`src/rtl/blk2s_post_tree.sv`:
```
// Folds the OUTPUT_SIZE-byte PRF output into a PTR_W-bit buffer pointer
// (byte-sum or byte-XOR per transaction) through a 3-stage valid/ready pipeline.
module blk2s_post_tree #(
    parameter int OUTPUT_SIZE = 32,
    parameter int LEAF        = 8,
    parameter int PTR_W       = 8,
    parameter int BUF_DEPTH   = 256
) (
    input  logic                     clk,
    input  logic                     rst,
    input  logic                     in_vld,
    output logic                     in_rdy,
    input  logic [OUTPUT_SIZE*8-1:0] prf_output,
    input  logic                     in_mode,
    output logic                     out_vld,
    input  logic                     out_rdy,
    output logic [PTR_W-1:0]         buf_ptr,
    output logic                     busy
);

    localparam int NLEAF  = OUTPUT_SIZE / LEAF;
    localparam int LEAF_W = 8 + $clog2(LEAF);
    localparam int TOT_W  = 8 + $clog2(OUTPUT_SIZE);
    localparam logic [PTR_W:0] DEPTH_C = (PTR_W + 1)'(BUF_DEPTH);

    logic v0_reg, v1_reg, v2_reg;
    logic adv0, adv1, adv2;

    logic [NLEAF-1:0][LEAF_W-1:0] leaf_next;
    logic [NLEAF-1:0][LEAF_W-1:0] leaf_reg;
    logic                         mode0_reg;

    logic [TOT_W-1:0] tot_sum, tot_next, tot_reg;
    logic [7:0]       tot_xor;

    logic [PTR_W-1:0] t_val;
    logic [PTR_W:0]   t_wide;
    logic [PTR_W-1:0] ptr_next, ptr_reg;

    // A stage may load whenever it is empty or everything ahead of it moves.
    assign adv2   = ~v2_reg | out_rdy;
    assign adv1   = ~v1_reg | adv2;
    assign adv0   = ~v0_reg | adv1;
    assign in_rdy = adv0;

    assign out_vld = v2_reg;
    assign buf_ptr = ptr_reg;
    assign busy    = v0_reg | v1_reg | v2_reg;

    // Stage 0: one reducer per LEAF-byte group.
    generate
        for (genvar gi = 0; gi < NLEAF; gi++) begin : g_leaf
            logic [LEAF_W-1:0] sum_c;
            logic [7:0]        xor_c;

            always_comb begin
                sum_c = '0;
                xor_c = '0;
                for (int b = 0; b < LEAF; b++) begin
                    sum_c = sum_c + LEAF_W'(prf_output[(gi*LEAF + b)*8 +: 8]);
                    xor_c = xor_c ^ prf_output[(gi*LEAF + b)*8 +: 8];
                end
            end

            assign leaf_next[gi] = in_mode ? LEAF_W'(xor_c) : sum_c;
        end
    endgenerate

    // Stage 1: combine the leaves; XOR leaves only ever occupy the low byte.
    always_comb begin
        tot_sum = '0;
        tot_xor = '0;
        for (int i = 0; i < NLEAF; i++) begin
            tot_sum = tot_sum + TOT_W'(leaf_reg[i]);
            tot_xor = tot_xor ^ leaf_reg[i][7:0];
        end
        tot_next = mode0_reg ? TOT_W'(tot_xor) : tot_sum;
    end

    // Stage 2: truncate (or zero-extend) to PTR_W, then one conditional wrap.
    always_comb begin
        t_val    = PTR_W'(tot_reg);
        t_wide   = {1'b0, t_val};
        ptr_next = t_val;
        if (t_wide >= DEPTH_C) begin
            ptr_next = PTR_W'(t_wide - DEPTH_C);
        end
    end

    always_ff @(posedge clk) begin
        if (rst) begin
            v0_reg <= 1'b0;
            v1_reg <= 1'b0;
            v2_reg <= 1'b0;
        end else begin
            if (adv0) v0_reg <= in_vld;
            if (adv1) v1_reg <= v0_reg;
            if (adv2) v2_reg <= v1_reg;
        end
    end

    // Data registers carry no reset; their contents only matter under a valid.
    always_ff @(posedge clk) begin
        if (adv0) begin
            leaf_reg  <= leaf_next;
            mode0_reg <= in_mode;
        end
        if (adv1) begin
            tot_reg <= tot_next;
        end
        if (adv2) begin
            ptr_reg <= ptr_next;
        end
    end

endmodule

```
`config.mk`:
```
export PLATFORM = sky130hd
export DESIGN_NAME = blk2s_post_tree
export DESIGN_NICKNAME = d
export VERILOG_FILES = /design/src/rtl/blk2s_post_tree.sv
export SDC_FILE = /design/constraint.sdc
export NUM_CORES = 1
export LEC_CHECK = 0
export BUFFER_PORTS_ARGS = -buffer_cell sky130_fd_sc_hd__buf_2
export CAP_MARGIN = 40
export CORE_MARGIN = 4
export CORE_UTILIZATION = 30
export CTS_CLUSTER_SIZE = 28
export DETAILED_ROUTE_END_ITERATION = 8
export PLACE_DENSITY = 0.5
export REMOVE_ABC_BUFFERS = 1
export SYNTH_ARGS = -nofsm -noshare
export SYNTH_HDL_FRONTEND = slang
export SYNTH_SLANG_ARGS = --single-unit
```
`constraint.sdc`:
```
create_clock -name clk -period 4 [get_ports clk]
set_input_delay 0 -clock clk [delete_from_list [all_inputs] [get_ports clk]]
set_output_delay 0 -clock clk [all_outputs]
set_load 0.01 [all_outputs]
```
==> Implementation_results.wiki, run 1 <==
{| class="wikitable"
! Metric !! Value
|-
| Result of the run || completed
|-
| Static Leakage || 5.52 nW
|-
| Kind of end point of the critical path || flop
|-
| End-of-flow core utilization || 37.5%
|-
| Upper clock frequency limit || 278 MHz
|-
| Setup Crit Path Kind || primary input to flop
|-
| Placed wire-length estimate || 18.6 mm
|-
| Highest ir drop seen on vdd || 0.649 mV
|-
| Number of I/O pins || 272
|-
| P&R area growth vs syn || 22.2%
|-
| # hold bufs at CTS || 3
|-
| Leading area contributor after synthesis || sky130_fd_sc_hd__fa_1
|-
| Shortest period the worst path allows || 3600 ps
|-
| Sum of negative setup slack || 0 ps
|-
| Post-CTS setup-driven buffer insertion count || 0
|-
| Number of buffers between clock root and the deepest sink || 2
|-
| Worst rel slew slack || 48.2%
|-
| Synthesized cell area || 9170 um^2
|-
| Count of yosys warnings during synthesis || 0
|-
| Maxcap violations || 0
|-
| Area contributors post-synth || sky130_fd_sc_hd__fa_1 37%, sky130_fd_sc_hd__xnor2_1 18%, sky130_fd_sc_hd__edfxtp_1 16%, sky130_fd_sc_hd__inv_1 11%, sky130_fd_sc_hd__ha_1 5.3%
|-
| Global-route wire length before repair || 32.8 mm
|-
| Critical Path Fanout Max || 2
|-
| Site row count || 63
|-
| Share of the cycle needed by the critical path after routing || 89.9%
|-
| Final slew viol count || 0
|-
| Worst-Margin Slew || 777 ps
|-
| Hold/Removal Path Class || primary input to flop
|-
| Number of standard cells after synthesis || 894
|-
| Number of nets in the finished design || 1,637
|-
| Final weighted congestion of routability-driven global placement || 0.798
|-
| Cell count after placement || 1,547
|-
| Chip Width || 183 um
|-
| Fin. Hold Viols || 0
|-
| Vias after detailed routing || 6,238
|-
| Mean routed wirelength per cell || 12.6 um
|-
| Share of the synthesized area in the top cell type || 37.1%
|-
| Initial DRC count || 143
|-
| Post-Layout Cell Count || 1,559
|-
| Total iterations of the first detailed-routing run || 4
|-
| Worst path slowest cell || sky130_fd_sc_hd__fa_1
|-
| Remaining antenna violation count || 0
|-
| Core area || 29,900 um^2
|-
| Tot Pwr || 0.00757 W
|-
| Detailed Route WL || 19.6 mm
|-
| Total congestion overflow || 0
|-
| TritonCTS Buffers || 5
|-
| Clock latency of the later-clocked register in the worst-skew pair || 290 ps
|-
| Commonest cells after routing, fill and taps aside || 271 x sky130_fd_sc_hd__buf_2, 265 x sky130_fd_sc_hd__inv_1, 191 x sky130_fd_sc_hd__xnor2_1, 170 x sky130_fd_sc_hd__fa_1, 49 x sky130_fd_sc_hd__edfxtp_1
|-
| Most common library cell in the layout ignoring fill and taps || sky130_fd_sc_hd__buf_2
|-
| Setup repair after global routing missed its margin || false
|-
| Root Driver || sky130_fd_sc_hd__clkbuf_16
|-
| Arrival @ worst endpoint || 3640 ps
|-
| Via density per instance || 4.00
|-
| Largest register FFs || 32
|-
| Number of sinks on the clock net || 52
|-
| Distinct cells, synth || 34
|-
| Area of the die || 33,400 um^2
|-
| Clock-pin slew on the worst setup and hold paths || 70 ps
|-
| Antenna violations before repair || 1
|-
| Starting density of the core || 30.7%
|-
| Post-cts repair resize count || 0
|-
| Number of global-route vias before repair || 6,870
|-
| Crit-path cells || buf_2, fa_1, inv_1, fa_1, inv_1, fa_1, inv_1, fa_1, inv_1, ha_1, a211oi_1, o21ai_0, and4bb_2, a21o_2, xnor2_1
|-
| Sequential area share after synthesis || 16.7%
|-
| Total routing usage reported by global routing || 12.1%
|-
| Pwr/cell area || 676 nW/um^2
|-
| H-Tree Level Count || 2
|-
| Residual DRC || 0
|-
| Clock Skew || 2.21 ps
|-
| Startpoint kind of the worst setup timing path || primary input
|-
| Data required time at the worst endpoint || 4040 ps
|-
| Flop and latch count out of synthesis || 52
|-
| Delay of the slowest cell on the worst path || 590 ps
|-
| Synthesized area divided by synthesized cell count || 10.3 um^2
|-
| Total of endpoints with negative setup slack in the final report || 0
|-
| Maximum number of pins on one net before global-route repair || 44
|-
| Fraction of layout instances using a drive strength above 1 || 25.1%
|-
| Port-buffer cells || 271
|-
| CTS tree || yes
|-
| Height of the die || 183 um
|}
==> cells in the mapped netlist, drive strengths merged <==
master and n:
nor3b 1, ha 39, nor3 2, fa 170, a211oi 4, or3 2, o211ai 1, dfxtp 3
xor2 18, edfxtp 49, and4bb 4, nor2b 2, nand2b 1, or2 4, a2111o 1, mux2i 1
o21ai 19, clkbuf 6, xnor3 4, o311ai 1, inv 265, nor2 31, a21o 13, nand3b 1
nand2 13, a21oi 40, and3 1, a211o 1, and2 1, o31ai 1, xnor2 191, buf 4
==> cell families (layout without fill, tap and decap cells) <==
logic type	count (synthesis)	after routing	synth area share, %
xor gates and xnor gates	213	213	20.9
adders and majority gates	209	209	42.4
buffers and inverters	275	549	11.3
DFF	52	52	16.7
muxes	1	1	0.109
AOI/OAI and AO/OA	81	81	5.15
and+or+nand+nor	63	63	3.37
other	0	1	0
==> final timing paths <==
kind | startpoint | end | slack [ps] | cells after the start
max | prf_output[3] | leaf_reg[7]$_DFFE_PP_ | 400 | 15
min | prf_output[32] | leaf_reg[0]$_DFFE_PP_ | 250 | 4
max reg2reg | leaf_reg[1]$_DFFE_PP_ | tot_reg[7]$_DFFE_PP_ | 780 | 10
min reg2reg | tot_reg[6]$_DFFE_PP_ | buf_ptr[6]$_DFFE_PP_ | 420 | 0
==> per-layer routing <==
layer  global-route usage [%]  vias up  wire (um)
li1                         -     3170          -
met1                     15.6     2937       8300
met2                     22.1      116      10400
met3                     1.61       15        736
met4                     1.79        0        212
met5                        0        -          0
==> area by class of cell <==
class                      instances  area (um^2)
antenna                            1         2.50
clock buffer                       6          129
tap                              390          488
multi-input combinational        567         6610
fill                            3022        18700
clock inverter                     2         38.8
timing repair buffer             276         1410
sequential                        52         1530
inverter                         265          995
==> report_power, final <==
group / internal (W) / switching [W] / leakage (nW)
clock: 0.000298 / 0.000196 / 0.0815
combinational: 0.00284 / 0.00303 / 4.90
sequential: 0.00107 / 0.000134 / 0.540
==> through the flow <==
step	hold slack [ps]	setup slack, ps	area, um^2
detailed placement	203	77.8	11000
global placement	201	105	11000
CTS	243	382	11200
finish	247	404	11200
global route	274	188	11200
floorplan	72.4	406	9130
==> worst max-delay path: cells and delay by family <==
kind,cells,cell delay (ps)
adder cells (fa/ha/maj),5,2290
AO/OA/AOI/OAI,3,630
buffers and inverters,5,340
AND/OR/NAND/NOR,1,250
XOR/XNOR,1,120
(Power assumes the default switching activity.)
==> inputs of run 2 (changes only) <==
==> constraint.sdc (replaced) <==
create_clock -name clk -period 4.5 [get_ports clk]
set_input_delay 0 -clock clk [delete_from_list [all_inputs] [get_ports clk]]
set_output_delay 0 -clock clk [all_outputs]
set_load 0.01 [all_outputs]
==> run 2 against run 1 <==
  * Routed wire length down 1.5%
  * Critical path depth unchanged
  * Clock power down 20%
  * Die area unchanged
==> Implementation_results.wiki, run 2 (synthesized netlist as in run 1, its figures left out) <==
{| class="wikitable"
! Metric !! Value
|-
| Post-cts repair resize count || 0 (unchanged)
|-
| Result of the run || completed (unchanged)
|-
| Static Leakage || 5.52 nW (about the same)
|-
| Total of endpoints with negative setup slack in the final report || 0 (unchanged)
|-
| Setup Crit Path Kind || primary input to flop (unchanged)
|-
| Worst Setup SP || prf_output[66] (was prf_output[3])
|-
| Starting density of the core || 30.7% (unchanged)
|-
| Antenna violations before repair || 0 (was 1)
|-
| Worst-case register-to-register setup slack || 1330 ps (was 780 ps)
|-
| P&R area growth vs syn || 22.1% (was 22.2%)
|-
| Hold/Removal Path Class || primary input to flop (unchanged)
|-
| Final slew viol count || 0 (unchanged)
|-
| Total iterations of the first detailed-routing run || 4 (unchanged)
|-
| CP Depth || 15 (unchanged)
|-
| Critical Path Fanout Max || 3 (was 2)
|-
| Detailed Route WL || 19.3 mm (was 19.6 mm)
|-
| Share of the cycle needed by the critical path after routing || 82.6%
|-
| Pwr/cell area || 597 nW/um^2 (was 676 nW/um^2)
|-
| # hold bufs at CTS || 3 (unchanged)
|-
| CP dominant cell by count || sky130_fd_sc_hd__fa_1
|-
| Site row count || 63 (unchanged)
|-
| Final weighted congestion of routability-driven global placement || 0.764 (was 0.798)
|-
| Largest register FFs || 32 (unchanged)
|-
| Cell area after placement || 11,000 um^2 (about the same)
|-
| Remaining antenna violation count || 0 (unchanged)
|-
| Worst setup path end || leaf_reg[17]$_DFFE_PP_ (was leaf_reg[7]$_DFFE_PP_)
|-
| Global-route wire length before repair || 31.9 mm (was 32.8 mm)
|-
| Maximum number of pins on one net before global-route repair || 42 (was 44)
|-
| Area of the die || 33,400 um^2 (unchanged)
|-
| Layout fillers || 3,071 (was 3,022)
|-
| Height of the die || 183 um (unchanged)
|-
| Chip Width || 183 um (unchanged)
|-
| Number of sinks on the clock net || 52 (unchanged)
|-
| Port-buffer cells || 271 (unchanged)
|-
| Total routing usage reported by global routing || 11.7% (was 12.1%)
|-
| Crit-path cells || buf_2, fa_1, inv_1, fa_1, inv_1, fa_1, inv_1, fa_1, inv_1, ha_1, fa_1, a21o_1, a21oi_1, xor2_1, o21ai_0 (was buf_2, fa_1, inv_1, fa_1, inv_1, fa_1, inv_1, fa_1, inv_1, ha_1, a211oi_1, o21ai_0, and4bb_2, a21o_2, xnor2_1)
|-
| Arrival @ worst endpoint || 3710 ps (was 3640 ps)
|-
| Setup repair after global routing missed its margin || false (unchanged)
|-
| Total congestion overflow || 0 (unchanged)
|-
| Residual DRC || 0 (unchanged)
|-
| Clock Skew || 6.22 ps (was 2.21 ps)
|-
| Maxcap violations || 0 (unchanged)
|-
| Initial DRC count || 175 (was 143)
|-
| Delay of the slowest cell on the worst path || 580 ps (was 590 ps)
|-
| Mean routed wirelength per cell || 12.4 um (was 12.6 um)
|-
| Root Driver || sky130_fd_sc_hd__clkbuf_16 (unchanged)
|-
| Fin. Hold Viols || 0 (unchanged)
|-
| Reg-to-Reg End || tot_reg[7]$_DFFE_PP_ (unchanged)
|-
| Sum of negative setup slack || 0 ps (unchanged)
|-
| End-of-flow core utilization || 37.5% (about the same)
|-
| Worst-Margin Slew || 741 ps (was 777 ps)
|-
| Fraction of layout instances using a drive strength above 1 || 25.2% (was 25.1%)
|-
| Vias after detailed routing || 6,135 (was 6,238)
|-
| Via density per instance || 3.94 (was 4.00)
|-
| Setup slack after layout || 785 ps (was 404 ps)
|-
| Core area || 29,900 um^2 (unchanged)
|-
| Buf/Inv on CP || 5 (unchanged)
|-
| Tot Pwr || 0.00668 W (was 0.00757 W)
|-
| Largest delay share family, worst path || adder cells (unchanged)
|-
| Antenna diodes || 0 (was 1)
|-
| Post-CTS setup-driven buffer insertion count || 0 (unchanged)
|-
| CTS tree || yes (unchanged)
|-
| FF-to-FF Start || leaf_reg[1]$_DFFE_PP_ (unchanged)
|-
| TritonCTS Buffers || 5 (unchanged)
|-
| Kind of end point of the critical path || flop (unchanged)
|-
| Highest ir drop seen on vdd || 0.411 mV (was 0.649 mV)
|-
| Number of buffers between clock root and the deepest sink || 2 (unchanged)
|-
| Worst path slowest cell || sky130_fd_sc_hd__fa_1 (unchanged)
|-
| Clock-pin slew on the worst setup and hold paths || 70 ps (about the same)
|-
| Number of cells on the worst reg-to-reg path || 10 (unchanged)
|-
| Area used by sequential logic in the layout || 1530 um^2 (unchanged)
|-
| Placed wire-length estimate || 18.2 mm (was 18.6 mm)
|-
| Combined area of the multi-input logic cells || 6610 um^2 (unchanged)
|-
| Post-route cell area || 11,200 um^2 (about the same)
|-
| Most common library cell in the layout ignoring fill and taps || sky130_fd_sc_hd__buf_2 (unchanged)
|-
| Clock latency of the later-clocked register in the worst-skew pair || 300 ps (was 290 ps)
|-
| Worst rel slew slack || 50.6% (was 48.2%)
|-
| H-Tree Level Count || 2 (unchanged)
|-
| Startpoint kind of the worst setup timing path || primary input (unchanged)
|-
| Upper clock frequency limit || 269 MHz
|-
| Pre-CTS WS || 471 ps (was 77.8 ps)
|-
| Commonest cells after routing, fill and taps aside || 271 x sky130_fd_sc_hd__buf_2, 265 x sky130_fd_sc_hd__inv_1, 191 x sky130_fd_sc_hd__xnor2_1, 170 x sky130_fd_sc_hd__fa_1, 49 x sky130_fd_sc_hd__edfxtp_1 (unchanged)
|-
| Data required time at the worst endpoint || 4490 ps (was 4040 ps)
|-
| Number of I/O pins || 272 (unchanged)
|-
| Shortest period the worst path allows || 3720 ps
|-
| Number of nets in the finished design || 1,637 (unchanged)
|-
| Number of global-route vias before repair || 6,679 (was 6,870)
|}
run 2: final cells by class:
type	count	area share, %
multi-input combinational	567	59.0
clock buffer	5	1.12
clock inverter	3	0.224
tap	390	4.36
timing repair buffer	276	12.7
inverter	265	8.89
sequential	52	13.7
run 2: worst min-delay path by stage:
stage	cells after the start	start	to	slack (ps)
after floorplan	1	rst	out_vld$_SDFFE_PP0P_	70
after global placement	2	rst	v0_reg$_SDFFE_PP0P_	200
after detailed placement	2	rst	out_vld$_SDFFE_PP0P_	200
after CTS	5	out_rdy	v1_reg$_SDFFE_PP0P_	190
after global routing	5	out_rdy	v1_reg$_SDFFE_PP0P_	220
final	5	out_rdy	v1_reg$_SDFFE_PP0P_	210
run 2: layer usage:
| layer | routed length (um) | GRT usage (%) |
|---|---|---|
| met5 | 0 | 0 |
| met4 | 165 | 1.43 |
| met2 | 10300 | 21.5 |
| met3 | 728 | 1.53 |
| met1 | 8110 | 15.1 |
run 2: tightest hold or removal path, cell delays in order:
cell and delay (ps):
sky130_fd_sc_hd__buf_2 70, sky130_fd_sc_hd__nor2b_1 50, sky130_fd_sc_hd__and2_1 200, sky130_fd_sc_hd__nor2_1 100, sky130_fd_sc_hd__nor2_1 40
run 2: report_power, final:
group | switching, W | internal (W) | leakage (nW) | total [W]
Sequential | 0.000117 | 0.000952 | 0.540 | 0.00107
Clock | 0.000184 | 0.000211 | 0.0708 | 0.000395
Combinational | 0.00270 | 0.00251 | 4.91 | 0.00522
run 2: metrics by stage:
step                hold WS, ps  instances
floorplan                  72.4        884
global placement            202       1546
detailed placement          203       1547
CTS                         194       1558
global route                220       1558
finish                      209       1558
==> inputs of run 3 (changes only) <==
--- a/config.mk
+++ b/config.mk
@@ -11,7 +11,7 @@
 export CORE_UTILIZATION = 30
 export CTS_CLUSTER_SIZE = 28
 export DETAILED_ROUTE_END_ITERATION = 8
-export PLACE_DENSITY = 0.5
+export PLACE_DENSITY = 0.52
 export REMOVE_ABC_BUFFERS = 1
 export SYNTH_ARGS = -nofsm -noshare
 export SYNTH_HDL_FRONTEND = slang
==> constraint.sdc (replaced) <==
create_clock -name clk -period 3 [get_ports clk]
set_input_delay 0 -clock clk [delete_from_list [all_inputs] [get_ports clk]]
set_output_delay 0 -clock clk [all_outputs]
set_load 0.01 [all_outputs]
==> run 3 against run 2 <==
  * The flow now finishes with violations (negative setup slack)
  * Largest power group unchanged
  * Global-route usage is 1.1 points higher
  * Via count is 13% higher
  * First-iteration DRC count is 27% lower
==> Implementation_results.wiki, run 3 (synthesized netlist as in run 1, its figures left out) <==
{| class="wikitable"
! Metric !! Value
|-
| End-of-flow core utilization || 43.4% (was 37.5%)
|-
| CTS tree || yes (unchanged)
|-
| Pwr/cell area || 1010 nW/um^2 (was 597 nW/um^2)
|-
| Fraction of layout instances using a drive strength above 1 || 40.8% (was 25.2%)
|-
| Total of endpoints with negative setup slack in the final report || 20 (was 0)
|-
| Detailed Route WL || 20.9 mm (was 19.3 mm)
|-
| Total congestion overflow || 0 (unchanged)
|-
| Fin. Hold Viols || 0 (unchanged)
|-
| Total routing usage reported by global routing || 12.8% (was 11.7%)
|-
| Most common library cell in the layout ignoring fill and taps || sky130_fd_sc_hd__buf_2 (unchanged)
|-
| Final slew viol count || 0 (unchanged)
|-
| Worst-Margin Slew || 862 ps (was 741 ps)
|-
| Area of the die || 33,400 um^2 (unchanged)
|-
| Tot Pwr || 0.0131 W (was 0.00668 W)
|-
| Core area || 29,900 um^2 (unchanged)
|-
| Upper clock frequency limit || 292 MHz
|-
| Chip Width || 183 um (unchanged)
|-
| Setup Crit Path Kind || primary input to flop (unchanged)
|-
| Global-route wire length before repair || 35.4 mm (was 31.9 mm)
|-
| Largest register FFs || 32 (unchanged)
|-
| Setup slack after layout || -424 ps (was 785 ps)
|-
| Final weighted congestion of routability-driven global placement || 0.771 (was 0.764)
|-
| Via density per instance || 3.98 (was 3.94)
|-
| Clock latency of the later-clocked register in the worst-skew pair || 290 ps (was 300 ps)
|-
| Result of the run || complete, but fails checks (was completed)
|-
| Kind of end point of the critical path || flop (unchanged)
|-
| Highest metal layer used by the detailed router || met4 (unchanged)
|-
| Number of buffers between clock root and the deepest sink || 2 (unchanged)
|-
| Combined area of the multi-input logic cells || 6910 um^2 (was 6610 um^2)
|-
| Port-buffer cells || 271 (unchanged)
|-
| Clock-pin slew on the worst setup and hold paths || 70 ps (about the same)
|-
| Placed wire-length estimate || 19.4 mm (was 18.2 mm)
|-
| Hold/Removal Path Class || primary input to flop (unchanged)
|-
| Sum of negative setup slack || -4080 ps (was 0 ps)
|-
| Met2 wirelength from detailed routing || 11.4 mm (was 10.3 mm)
|-
| Setup repair after global routing missed its margin || true (was false)
|-
| Number of global-route vias before repair || 7,661 (was 6,679)
|-
| Share of the cycle needed by the critical path after routing || 114%
|-
| Number of I/O pins || 272 (unchanged)
|-
| Number of nets in the finished design || 1,816 (was 1,637)
|-
| Remaining antenna violation count || 0 (unchanged)
|-
| Number of sinks on the clock net || 52 (unchanged)
|-
| Area used by sequential logic in the layout || 1530 um^2 (unchanged)
|-
| Total iterations of the first detailed-routing run || 4 (unchanged)
|-
| Antenna diodes || 0 (unchanged)
|-
| Maximum number of pins on one net before global-route repair || 35 (was 42)
|-
| Static Leakage || 6.42 nW (was 5.52 nW)
|-
| Antenna violations before repair || 0 (unchanged)
|-
| TritonCTS Buffers || 5 (unchanged)
|-
| H-Tree Level Count || 2 (unchanged)
|-
| Maxcap violations || 0 (unchanged)
|-
| Clock Skew || 8.12 ps (was 6.22 ps)
|-
| Arrival @ worst endpoint || 3450 ps (was 3710 ps)
|-
| Pre-CTS WS || -1030 ps (was 471 ps)
|-
| Root Driver || sky130_fd_sc_hd__clkbuf_16 (unchanged)
|-
| P&R area growth vs syn || 41.4% (was 22.1%)
|-
| Mean routed wirelength per cell || 12.0 um (was 12.4 um)
|-
| Initial DRC count || 127 (was 175)
|-
| Shortest period the worst path allows || 3420 ps
|-
| Residual DRC || 0 (unchanged)
|-
| Violated checks || negative setup slack
|-
| Wire length on met3 || 756 um (was 728 um)
|-
| Height of the die || 183 um (unchanged)
|-
| Starting density of the core || 30.7% (unchanged)
|-
| Site row count || 63 (unchanged)
|-
| Highest ir drop seen on vdd || 0.900 mV (was 0.411 mV)
|-
| Worst rel slew slack || 42.3% (was 50.6%)
|-
| Critical Path Fanout Max || 2 (was 3)
|-
| Commonest cells after routing, fill and taps aside || 255 x sky130_fd_sc_hd__buf_2, 244 x sky130_fd_sc_hd__inv_1, 190 x sky130_fd_sc_hd__xnor2_1, 177 x sky130_fd_sc_hd__buf_4, 158 x sky130_fd_sc_hd__fa_1 (was 271 x sky130_fd_sc_hd__buf_2, 265 x sky130_fd_sc_hd__inv_1, 191 x sky130_fd_sc_hd__xnor2_1, 170 x sky130_fd_sc_hd__fa_1, 49 x sky130_fd_sc_hd__edfxtp_1)
|-
| Met1 wire length || 8.55 mm (was 8.11 mm)
|-
| Data required time at the worst endpoint || 3020 ps (was 4490 ps)
|-
| Startpoint kind of the worst setup timing path || primary input (unchanged)
|-
| Layout fillers || 2,911 (was 3,071)
|-
| Vias after detailed routing || 6,907 (was 6,135)
|}
-- run 3: power breakdown --
group,switching [W],total (W),internal [W]
Combinational,0.00514,0.0108,0.00571
Clock,0.000247,0.000664,0.000418
Sequential,0.000178,0.00161,0.00143
Total,0.00556,0.0131,0.00756
-- run 3: metal layers --
metal	vias to the layer above	GRT usage [%]
li1	3524	-
met1	3243	16.1
met2	126	24.5
met3	14	1.29
met4	0	1.52
met5	-	0
-- run 3: cell type report --
type                       count  area share, %
clock buffer                   6           1.07
clock inverter                 2          0.299
inverter                     265           7.67
multi-input combinational    567           53.3
sequential                    52           11.8
tap                          390           3.76
timing repair buffer         455           22.1
-- run 3: worst max-delay path: stages --
cell and delay [ps]:
sky130_fd_sc_hd__buf_6 90, sky130_fd_sc_hd__fa_1 570, sky130_fd_sc_hd__inv_2 50, sky130_fd_sc_hd__fa_1 470
sky130_fd_sc_hd__inv_1 50, sky130_fd_sc_hd__fa_1 470, sky130_fd_sc_hd__inv_1 50, sky130_fd_sc_hd__fa_1 500
sky130_fd_sc_hd__inv_2 60, sky130_fd_sc_hd__ha_4 220, sky130_fd_sc_hd__a211oi_4 260, sky130_fd_sc_hd__o21ai_2 90
sky130_fd_sc_hd__and4bb_2 220, sky130_fd_sc_hd__a21o_2 200, sky130_fd_sc_hd__xnor2_2 140
-- run 3: final timing paths --
| kind | start | cells past startpoint | slack, ps | end |
|---|---|---|---|---|
| worst max register to register | leaf_reg[23]$_DFFE_PP_ | 10 | -20 | tot_reg[7]$_DFFE_PP_ |
| worst max-delay path | prf_output[211] | 15 | -420 | leaf_reg[40]$_DFFE_PP_ |
| worst min-delay path | out_rdy | 4 | 20 | out_vld$_SDFFE_PP0P_ |
| worst min register to register | tot_reg[7]$_DFFE_PP_ | 0 | 420 | buf_ptr[7]$_DFFE_PP_ |
-- run 3: timing repair --
action                                  CTS  global route
setup buffers                             3             3
hold endpoints to repair                  3             0
endpoints found under the setup margin   23            23
pin swaps                                56            29
hold buffers                              2             0
resized for setup                        87            38
-- run 3: stage by stage --
stage	cell area [um^2]	instances	hold slack, ps
5_1_grt	13000	1737	43.1
3_5_place_dp	12300	1722	199
3_3_place_gp	12300	1722	202
2_1_floorplan	9130	884	72.4
6_report	13000	1737	19.4
4_1_cts	12900	1735	13.2
